## config.mk

```make
export PLATFORM = sky130hd
export DESIGN_NAME = decode_stage
export DESIGN_NICKNAME = d
export VERILOG_FILES = /design/src/rtl/decode_stage.sv
export SDC_FILE = /design/constraint.sdc
export NUM_CORES = 1
export LEC_CHECK = 0
export CAP_MARGIN = 20
export CORE_MARGIN = 1
export CORE_UTILIZATION = 50
export CTS_CLUSTER_SIZE = 20
export DETAILED_ROUTE_END_ITERATION = 10
export PLACE_DENSITY = 0.79
export SLEW_MARGIN = 15
export SYNTH_ARGS = -nofsm -noshare
export SYNTH_HDL_FRONTEND = slang
export SYNTH_SLANG_ARGS = --single-unit
```

## constraint.sdc

```tcl
create_clock -name i_clk -period 3.44 [get_ports i_clk]
set_clock_uncertainty 0.1 [all_clocks]
set_input_delay 0.516 -clock i_clk [delete_from_list [all_inputs] [get_ports i_clk]]
set_output_delay 0.516 -clock i_clk [all_outputs]
set_load 0.03 [all_outputs]
```

## src/rtl/decode_stage.sv

```systemverilog
// Registered RV32 decode stage with a one-entry skid buffer, explicit illegal-instruction
// detection and same-cycle flush. Define DECODE_FENCE_EN to decode FENCE/FENCE.I as a bubble.
module decode_stage #(
    parameter int PC_W        = 32,
    parameter bit ZERO_IS_NOP = 1'b1
) (
    input  logic            i_clk,
    input  logic            i_rst_n,
    input  logic            i_valid,
    output logic            o_ready,
    input  logic [31:0]     i_instr,
    input  logic [PC_W-1:0] i_pc,
    input  logic            i_flush,
    output logic            o_valid,
    input  logic            i_ready,
    output logic [PC_W-1:0] o_pc,
    output logic [4:0]      o_rd,
    output logic [4:0]      o_rs1,
    output logic [4:0]      o_rs2,
    output logic [2:0]      o_funct3,
    output logic [1:0]      o_ALUOp,
    output logic            o_ALUSrc,
    output logic [2:0]      o_immSrc,
    output logic [1:0]      o_resultMSrc,
    output logic            o_resultWSrc,
    output logic            o_regWrite,
    output logic            o_memReq,
    output logic            o_memWrite,
    output logic            o_branch,
    output logic            o_jal,
    output logic            o_jalr,
    output logic            o_immPlusSrc,
    output logic            o_isLoadSigned,
    output logic            o_exception,
    output logic [3:0]      o_excCause
);

    typedef struct packed {
        logic [1:0] alu_op;
        logic       alu_src;
        logic [2:0] imm_src;
        logic [1:0] result_m_src;
        logic       result_w_src;
        logic       reg_write;
        logic       mem_req;
        logic       mem_write;
        logic       branch;
        logic       jal;
        logic       jalr;
        logic       imm_plus_src;
        logic       is_load_signed;
        logic       exception;
        logic [3:0] exc_cause;
    } ctrl_t;

    typedef struct packed {
        logic [PC_W-1:0] pc;
        logic [4:0]      rd;
        logic [4:0]      rs1;
        logic [4:0]      rs2;
        logic [2:0]      funct3;
        ctrl_t           ctrl;
    } bundle_t;

    function automatic ctrl_t decode_instr(input logic [31:0] instr);
        ctrl_t      c;
        logic       illegal;
        logic       bubble;
        logic [2:0] f3;
        logic [11:0] imm12;
        c       = '0;
        illegal = 1'b0;
        bubble  = 1'b0;
        f3      = instr[14:12];
        imm12   = instr[31:20];
        case (instr[6:0])
            7'b0000011: begin
                c.alu_src      = 1'b1;
                c.imm_src      = 3'd1;
                c.result_w_src = 1'b1;
                c.reg_write    = 1'b1;
                c.mem_req      = 1'b1;
            end
            7'b0010011: begin
                c.alu_op    = 2'b10;
                c.alu_src   = 1'b1;
                c.reg_write = 1'b1;
                c.imm_src   = (f3[1:0] == 2'b01) ? 3'd2 : 3'd1;
            end
            7'b0100011: begin
                c.alu_src   = 1'b1;
                c.imm_src   = 3'd3;
                c.mem_req   = 1'b1;
                c.mem_write = 1'b1;
            end
            7'b0110011: begin
                c.alu_op    = 2'b10;
                c.reg_write = 1'b1;
            end
            7'b0010111, 7'b0110111: begin
                c.imm_src      = 3'd4;
                c.result_m_src = 2'd1;
                c.reg_write    = 1'b1;
            end
            7'b1100011: begin
                c.alu_op  = 2'b01;
                c.imm_src = 3'd5;
                c.branch  = 1'b1;
            end
            7'b1100111: begin
                c.imm_src      = 3'd6;
                c.result_m_src = 2'd2;
                c.reg_write    = 1'b1;
                c.jalr         = 1'b1;
            end
            7'b1101111: begin
                c.imm_src      = 3'd7;
                c.result_m_src = 2'd2;
                c.reg_write    = 1'b1;
                c.jal          = 1'b1;
            end
            7'b1110011: begin
                c.exception    = 1'b1;
                c.result_m_src = 2'd3;
                case (f3)
                    3'b000: begin
                        if (imm12 == 12'd0) begin
                            c.exc_cause = 4'd11;
                        end else if (imm12 == 12'd1) begin
                            c.exc_cause = 4'd3;
                        end else begin
                            c.exc_cause = 4'd0;
                        end
                    end
                    3'b100:  illegal     = 1'b1;
                    default: c.reg_write = 1'b1;
                endcase
            end
`ifdef DECODE_FENCE_EN
            7'b0001111: bubble = 1'b1;
`endif
            default: illegal = 1'b1;
        endcase
        if (instr[1:0] != 2'b11) begin
            illegal = 1'b1;
        end else begin
            illegal = illegal;
        end
        // The zero word fails the low-bits check, so its own rule must override it.
        if (instr == 32'd0) begin
            bubble  = ZERO_IS_NOP;
            illegal = !ZERO_IS_NOP;
        end else begin
            bubble = bubble;
        end
        if (bubble) begin
            c = '0;
        end else if (illegal) begin
            c           = '0;
            c.exception = 1'b1;
            c.exc_cause = 4'd2;
        end else begin
            c.imm_plus_src   = !instr[5];
            c.is_load_signed = !instr[14];
        end
        return c;
    endfunction

    bundle_t in_bundle_s;
    bundle_t main_q, main_d;
    bundle_t skid_q, skid_d;
    logic    main_valid_q, main_valid_d;
    logic    skid_full_q, skid_full_d;
    logic    ready_q;
    logic    accept_s;
    logic    drain_s;

    // Incoming instruction decoded into a bundle ready for capture.
    always_comb begin
        in_bundle_s        = '0;
        in_bundle_s.pc     = i_pc;
        in_bundle_s.rd     = i_instr[11:7];
        in_bundle_s.rs1    = i_instr[19:15];
        in_bundle_s.rs2    = i_instr[24:20];
        in_bundle_s.funct3 = i_instr[14:12];
        in_bundle_s.ctrl   = decode_instr(i_instr);
    end

    assign accept_s = i_valid && ready_q;
    assign drain_s  = main_valid_q && i_ready;

    // Main/skid next state; flush dominates, skid refills main before new input.
    always_comb begin
        main_d       = main_q;
        skid_d       = skid_q;
        main_valid_d = main_valid_q;
        skid_full_d  = skid_full_q;
        if (i_flush) begin
            main_valid_d = 1'b0;
            skid_full_d  = 1'b0;
        end else if (!main_valid_q || drain_s) begin
            if (skid_full_q) begin
                main_d       = skid_q;
                main_valid_d = 1'b1;
                skid_full_d  = 1'b0;
            end else if (accept_s) begin
                main_d       = in_bundle_s;
                main_valid_d = 1'b1;
            end else begin
                main_valid_d = 1'b0;
            end
        end else if (accept_s) begin
            skid_d      = in_bundle_s;
            skid_full_d = 1'b1;
        end else begin
            skid_full_d = skid_full_q;
        end
    end

    // State registers; ready is kept as its own flop so it never depends on i_ready.
    always_ff @(posedge i_clk or negedge i_rst_n) begin
        if (!i_rst_n) begin
            main_q       <= '0;
            skid_q       <= '0;
            main_valid_q <= 1'b0;
            skid_full_q  <= 1'b0;
            ready_q      <= 1'b1;
        end else begin
            main_q       <= main_d;
            skid_q       <= skid_d;
            main_valid_q <= main_valid_d;
            skid_full_q  <= skid_full_d;
            ready_q      <= !skid_full_d;
        end
    end

    assign o_ready        = ready_q;
    assign o_valid        = main_valid_q;
    assign o_pc           = main_q.pc;
    assign o_rd           = main_q.rd;
    assign o_rs1          = main_q.rs1;
    assign o_rs2          = main_q.rs2;
    assign o_funct3       = main_q.funct3;
    assign o_ALUOp        = main_q.ctrl.alu_op;
    assign o_ALUSrc       = main_q.ctrl.alu_src;
    assign o_immSrc       = main_q.ctrl.imm_src;
    assign o_resultMSrc   = main_q.ctrl.result_m_src;
    assign o_resultWSrc   = main_q.ctrl.result_w_src;
    assign o_regWrite     = main_q.ctrl.reg_write;
    assign o_memReq       = main_q.ctrl.mem_req;
    assign o_memWrite     = main_q.ctrl.mem_write;
    assign o_branch       = main_q.ctrl.branch;
    assign o_jal          = main_q.ctrl.jal;
    assign o_jalr         = main_q.ctrl.jalr;
    assign o_immPlusSrc   = main_q.ctrl.imm_plus_src;
    assign o_isLoadSigned = main_q.ctrl.is_load_signed;
    assign o_exception    = main_q.ctrl.exception;
    assign o_excCause     = main_q.ctrl.exc_cause;

endmodule

```

==> results of run 1 <==
[per-stage QoR]
step / total power, mW / cell area [um2] / util, % / setup WS (ps)
floorplan: 2.64 / 6360 / - / 1620
global placement: 3.08 / 7860 / 64.3 / 706
detailed placement: 3.13 / 7860 / 64.3 / 658
CTS: 4.83 / 8410 / 68.8 / 1100
global route: 5.01 / 8410 / 68.8 / 917
finish: 4.80 / 8410 / 68.8 / 1060
[area by class of cell]
type	instances	share of cell area, %
Clock buffer	26	6.18
Clock inverter	6	0.357
Inverter	3	0.134
Multi-Input combinational cell	482	30.5
Sequential cell	143	42.6
Tap cell	168	2.50
Timing Repair Buffer	149	17.7
[layer usage]
| metal | vias to the layer above | part of all wire (%) |
|---|---|---|
| met5 | - | 0 |
| met2 | 186 | 49 |
| li1 | 2500 | - |
| met4 | 0 | 2.6 |
| met1 | 2501 | 43 |
| met3 | 33 | 5.6 |
[where the power goes]
| group | total [mW] | switching, mW | internal (mW) |
|---|---|---|---|
| sequential | 2.11 | 0.160 | 1.95 |
| clock | 1.69 | 0.665 | 1.03 |
| combinational | 0.989 | 0.575 | 0.414 |
| total | 4.80 | 1.40 | 3.39 |
[state kept, by name, summed over array words and instances, names as in the netlist, 2 cells and up]
name          count
o_rs2             5
o_rd              5
o_pc             32
o_rs1             5
o_excCause        3
o_immSrc          3
skid_q           70
o_funct3          3
o_resultMSrc      2
[final timing paths]
| check | end | cells after the start | slack, ps |
|---|---|---|---|
| setup / recovery | skid_q[51]$_DFFE_PN0P_ | 6 | 1060 |
| hold / removal | o_pc[28]$_DFFE_PN0P_ | 1 | -10 |
| setup reg to reg | o_pc[13]$_DFFE_PN0P_ | 5 | 1120 |
| hold reg to reg | o_pc[24]$_DFFE_PN0P_ | 2 | 370 |
| max in group asynchronous | o_memWrite$_DFFE_PN0P_ | 2 | 2410 |
| min in group i_clk | o_pc[24]$_DFFE_PN0P_ | 2 | 370 |
[logic make-up after synthesis]
group / count (synthesis)
flops: 143
other cells: 1
compound gates: 121
simple gates: 307
mux: 53
buf+inv: 50
[worst register-to-register path, stage by stage, from the launching register on]
cell     delay (ps)
dfrtp_4         640
a21oi_1         290
nor2_2           90
nand2_4         470
buf_4           430
o21ai_0         170
[cells in the final DEF, fill, tap and decap left out, types with 3 or more instances in the layout]
master	count
a211oi_1	4
inv_1	3
nand3_1	5
o31ai_1	6
clkdlybuf4s50_1	140
nor4_1	7
nand2b_1	4
nand2_1	244
nor3_1	4
mux2i_1	51
nor2_1	16
clkbuf_8	6
o21ai_0	74
dfrtp_1	141
clkinv_2	6
a21oi_1	20
buf_4	7
clkbuf_1	3
clkbuf_16	17
==> results.md, run 1 <==
- Mapped Nets: between 700 and 800
- Cell Count, Final, Fillers Out: 977
- Leakage: 3.75 nW
- Count of state elements after synthesis: ~140
- Area share of the largest cell type after synthesis: approximately 56%
- Vias in the first global route: 5,282
- Routing usage on met1: 32.9%
- Clock Sinks: 143
- Compound-Gate Fraction of Synth Area: between 10% and 20%
- Cts bufs inserted: 17
- Met2 GRT Util: ~43%
- Cells after DPL: 945
- Post-synthesis cell type count: between 40 and 50
- Worst path top cell family by delay: simple AND/OR/NAND/NOR gates
- Die W: approximately 110 um
- Critical path arrival: 2580 ps
- Antenna Nets Post-Route: 0
- Final Max Slew Viols: 0
- Top-count cell post-synth: nand2_1
- GP Congestion: 0.795
- Site Rows: 40
- Number of synthesis warnings: 0
- Resized cells post-CTS: 0
- Global routing's busiest layer: met2
- Worst R2R Start: skid_full_q$_DFF_PN0_
- Clock H-tree levels: 4
- Main combinational cell family by area after synthesis: simple AND/OR/NAND/NOR gates
- Clock Latency Late Sink: 420 ps
- Max Fanout on Critical Path: 57
- Status: finished with violations
- Routed via count: 5,220
- Critical-path top delay cell: or3_2
- Sequential cell area: 3580 um2
- XOR/XNOR share of the synthesized area: 0%
- Synth Area in Adders: 0%
- RSZ-0062 raised after global routing: no
- Nets: 865
- Core area: 12,200 um2
- Met3 usage: roughly 5.5%
- Initial core utilization: between 50% and 60%
- Worst path most repeated cell: nand2_1
- TritonCTS clock tree: done
- Post-synth top cells: nand2_1 (244), dfrtp_1 (142), o21ai_0 (74), mux2i_1 (51), buf_2 (23)
- CP startpoint: i_ready
- Relative slew slack: 30.2%
- Post-Syn Instances: ~680
- DRC: 0
- Post-Syn Area: between 6000 and 7000 um2
- Avg WL per Cell: between 15 and 20 um
- PwrDens: 570 nW/um2
- Crit path buf inv count: 2
- Layout cells sized above 1: 7.17%
- Postcts setup bufs: 0
- # hold bufs at CTS: 0
- Crit path time final: ~2400 ps
- HP Class: primary input to asynchronous set/reset pin
- Period utilisation layout: 69.1%
- Nature of the critical path endpoint: flip-flop
- Routed Wire Length: about 16 mm
- I/O Buffers: 141
- Vias per cell: 5.34
- TritonRoute pass-1 iters: 5
- Num ports: 143
- Root Driver: clkbuf_16
- FILL cells: 969
- Longest Clk Path Bufs: 2
- GRT Overall Usage: 26.0%
- Setup violators final: 0
- Failing checks: negative hold slack
- Critical Path RT: 3640 ps
- Die height: 115 um
- Remaining Overflow, GRT: 0
- Seq/Total Area, Yosys: 56.3%
- Initial antenna violation count: 0
- Cell Chain, Critical Path: clkdlybuf4s50_1, nand2b_4, or3_2, buf_4, nand2_1, nand2_1
- Fmax: 420 MHz
- P&R area growth vs syn: 32.2%
- Top FF cell, synth: dfrtp_1
- Worst path max stage delay: approximately 900 ps
- Die ar.: 13,200 um2
- Starting DRT DRC Count: approximately 330
- Worst-Margin Slew: roughly 1000 ps
- Asr flop ratio synth: 100%
- Dominant cells by area after synthesis: dfrtp_1 (56%), nand2_1 (14%), mux2i_1 (8.0%), o21ai_0 (5.8%), buf_2 (1.8%)
- Startpoint class of the critical path: primary input
- Post-synth EDFFs: 0
- ANT cells: 0
- Hold Worst Slack: -13.1 ps
- Final hold vios: 7
- Worst VDD drop: 0.320 mV
- Area of the multi-input gates: 2570 um2
- Setup TNS: 0 ps
- Max Cap Viol: 0
- Top cell type by total area after synthesis: dfrtp_1
- Clock-pin transition on the worst setup and hold timing paths: 60 ps
- Pin count of the biggest net entering global routing: 75
- Post-synthesis simple-gate area fraction: 20.8%
- Mux contribution to synthesized area: 8.38%
- HPWL after detailed placement: 10.8 mm
- Global-route wire length before repair: around 26 mm
- CP Class: primary input to flip-flop
- Avg Inst Size Synth: 9.42 um2
No activity file was read; power rests on OpenSTA's default activity.
==> inputs of run 2 (changes only) <==
- clock period: 3.44 -> 2.2 ns (I/O delays scaled with it)
==> results.md, run 2 (synthesized netlist as in run 1, its figures left out) <==
- Clock Latency Late Sink: 410 ps (about the same)
- Critical-path top delay cell: clkdlybuf4s50_1
- FILL cells: 958 (-1.1%)
- Fmax: 482 MHz
- HP Class: primary input to asynchronous set/reset pin
- CP startpoint: o_ready$_DFF_PN1_
- Remaining Overflow, GRT: 0 (unchanged)
- Vias in the first global route: 5,613 (+6.3%)
- Biggest register: skid_q
- Clock H-tree levels: 4 (unchanged)
- Most common cell after layout, fill and taps aside: nand2_1
- Die W: 115 um (unchanged)
- Combinational fraction of design power: 20.7% (about the same)
- Int Pwr: 5.58 mW (+64%)
- Worst path max stage delay: 690 ps (-210 ps)
- DRC: 0 (unchanged)
- Clock Sinks: 143 (unchanged)
- Worst path top cell family by delay: buffers and inverters
- Initial core utilization: 52.1% (unchanged)
- Pin count of the biggest net entering global routing: 86 (+15%)
- Longest Clk Path Bufs: 2 (unchanged)
- TritonCTS clock tree: done
- Most frequent cells in the layout: nand2_1 (244), dfrtp_1 (141), clkdlybuf4s50_1 (140)
- Leakage: 3.91 nW (+4.1%)
- Initial antenna violation count: 0 (unchanged)
- PwrDens: 892 nW/um2 (+56%)
- Crit path time final: 2070 ps
- Critical Path RT: 1770 ps (-1870 ps)
- Clock power frac: 36.9% (+1.6 points)
- HPWL after detailed placement: 11.3 mm (+4.4%)
- GRT Overall Usage: 27.3% (+1.4 points)
- Critical path arrival: 1640 ps (-940 ps)
- Setup TNS: 0 ps (unchanged)
- Status: finished, final reports clean
- Reg2Reg Setup Slack: 390 ps (-730 ps)
- Net Sw Frac: 28.2% (-1.0 points)
- Core area: 12,200 um2 (unchanged)
- Startpoint class of the critical path: flip-flop
- Final Max Slew Viols: 0 (unchanged)
- Layout cells sized above 1: 9.60% (+2.4 points)
- Hold Worst Slack: 338 ps (+351 ps)
- Site Rows: 40 (unchanged)
- Final hold vios: 0 (-7)
- Cell Chain, Critical Path: clkdlybuf4s50_1
- I/O Buffers: 141 (unchanged)
- Worst R2R Start: o_ready$_DFF_PN1_
- Avg WL per Cell: 16.6 um (+2.1%)
- Critical Path End: o_ready
- Max reg flops: 70 (unchanged)
- Relative slew slack: 62.1% (+32 points)
- Global-route wire length before repair: 27.3 mm (+5.1%)
- Sw Pwr: 2.19 mW (+56%)
- Starting DRT DRC Count: 444 (+36%)
- GP Congestion: 0.897 (+13%)
- RSZ-0062 raised after global routing: no
- Routed Wire Length: 16.7 mm (+4.6%)
- Routed via count: 5,473 (+4.8%)
- Reg2reg path depth: 4 (-1)
- Nets: 889 (+2.8%)
- Die ar.: 13,200 um2 (unchanged)
- Antenna Nets Post-Route: 0 (unchanged)
- Critical Path Stages: 1 (-5)
- Cts bufs inserted: 17 (unchanged)
- Worst-Margin Slew: 568 ps (-479 ps)
- Vias per cell: 5.47 (+2.3%)
- CP Class: flip-flop to primary output
- Seq pwr share: 42.4% (-1.6 points)
- Root Driver: clkbuf_16
- Setup violators final: 0 (unchanged)
- Die height: 115 um (unchanged)
- Period utilisation layout: 94.3%
- Max Fanout on Critical Path: 3 (-95%)
- Nature of the critical path endpoint: primary output
- Crit path buf inv count: 1 (-1)
- Num ports: 143 (unchanged)
- Placement Cell Area: 8090 um2 (+3.0%)
- TritonRoute pass-1 iters: 5 (unchanged)
- Worst VDD drop: 0.637 mV (+99%)
- P&R area growth vs syn: 36.8%
- Post-route cell area: 8700 um2 (+3.5%)
- Reg-to-Reg End: skid_q[3]$_DFFE_PN0P_
- ANT cells: 0 (unchanged)
- Max Cap Viol: 0 (unchanged)
- Total power: 7.77 mW (+62%)
- Clock-pin transition on the worst setup and hold timing paths: 60 ps (about the same)
run 2: cell count changes in the layout (fill, tap and decap cells not counted), sizes merged:
| cell | before | now |
|---|---|---|
| buf | 9 | 32 |
| bufinv | 0 | 2 |
| clkbuf | 26 | 27 |
| clkinv | 6 | 3 |
| dlygate4sd3 | 0 | 1 |
run 2: worst min-delay path by stage:
stage               slack (ps)                endpoint  startpoint  cells after the start
floorplan                  -70  o_ALUOp[1]$_DFFE_PN0P_     i_rst_n                      0
global placement           220    o_pc[24]$_DFFE_PN0P_     i_rst_n                      1
detailed placement         230    o_pc[23]$_DFFE_PN0P_     i_rst_n                      1
CTS                        350    o_pc[28]$_DFFE_PN0P_     i_rst_n                      2
global route               370    o_pc[28]$_DFFE_PN0P_     i_rst_n                      2
finish                     340    o_pc[28]$_DFFE_PN0P_     i_rst_n                      2
run 2: cell type report:
class                   instances  area (um2)  area share [%]
multi-input cells             482        2570            29.5
well taps                     168         210            2.42
clock inverters                 5        75.1           0.863
clock buffers                  27         523            6.01
repair buffers                173        1730            19.9
flip-flops and latches        143        3580            41.2
inverters                       3        11.3           0.129
run 2: worst reg2reg max path: stages (launching register included):
cell and delay, ps:
dfstp_2 540, nand2_1 60, or3_2 490, buf_12 210, o41ai_2 320
run 2: power groups by stage:
| stage | registers (mW) | logic, mW | clock network (mW) |
|---|---|---|---|
| 3_3_place_gp | 3.30 | 1.55 | 0 |
| 5_1_grt | 3.34 | 1.75 | 3.04 |
| 4_1_cts | 3.29 | 1.62 | 2.92 |
| 3_5_place_dp | 3.33 | 1.60 | 0 |
| 2_1_floorplan | 3.66 | 0.468 | 0 |
| 6_report | 3.29 | 1.61 | 2.87 |
run 2: per-stage QoR:
stage               cells  util [%]  worst slack, ps
floorplan             675         -              393
global route         1001      71.3             85.8
finish               1001      71.3              126
global placement      968      66.3            -56.5
detailed placement    968      66.3            -83.4
CTS                  1001      71.3              101
run 2: repair_timing:
action	4_1_cts	5_1_grt
endpoints found under the hold margin	49	0
hold buffers	1	0
setup buffers	0	0
gates resized for setup	0	0
run 2: layer usage:
metal,GRT usage (%),part of all wire [%]
met5,0,0
met4,14.1,3.8
met3,7.22,6.2
met2,44.8,49
met1,33.6,41
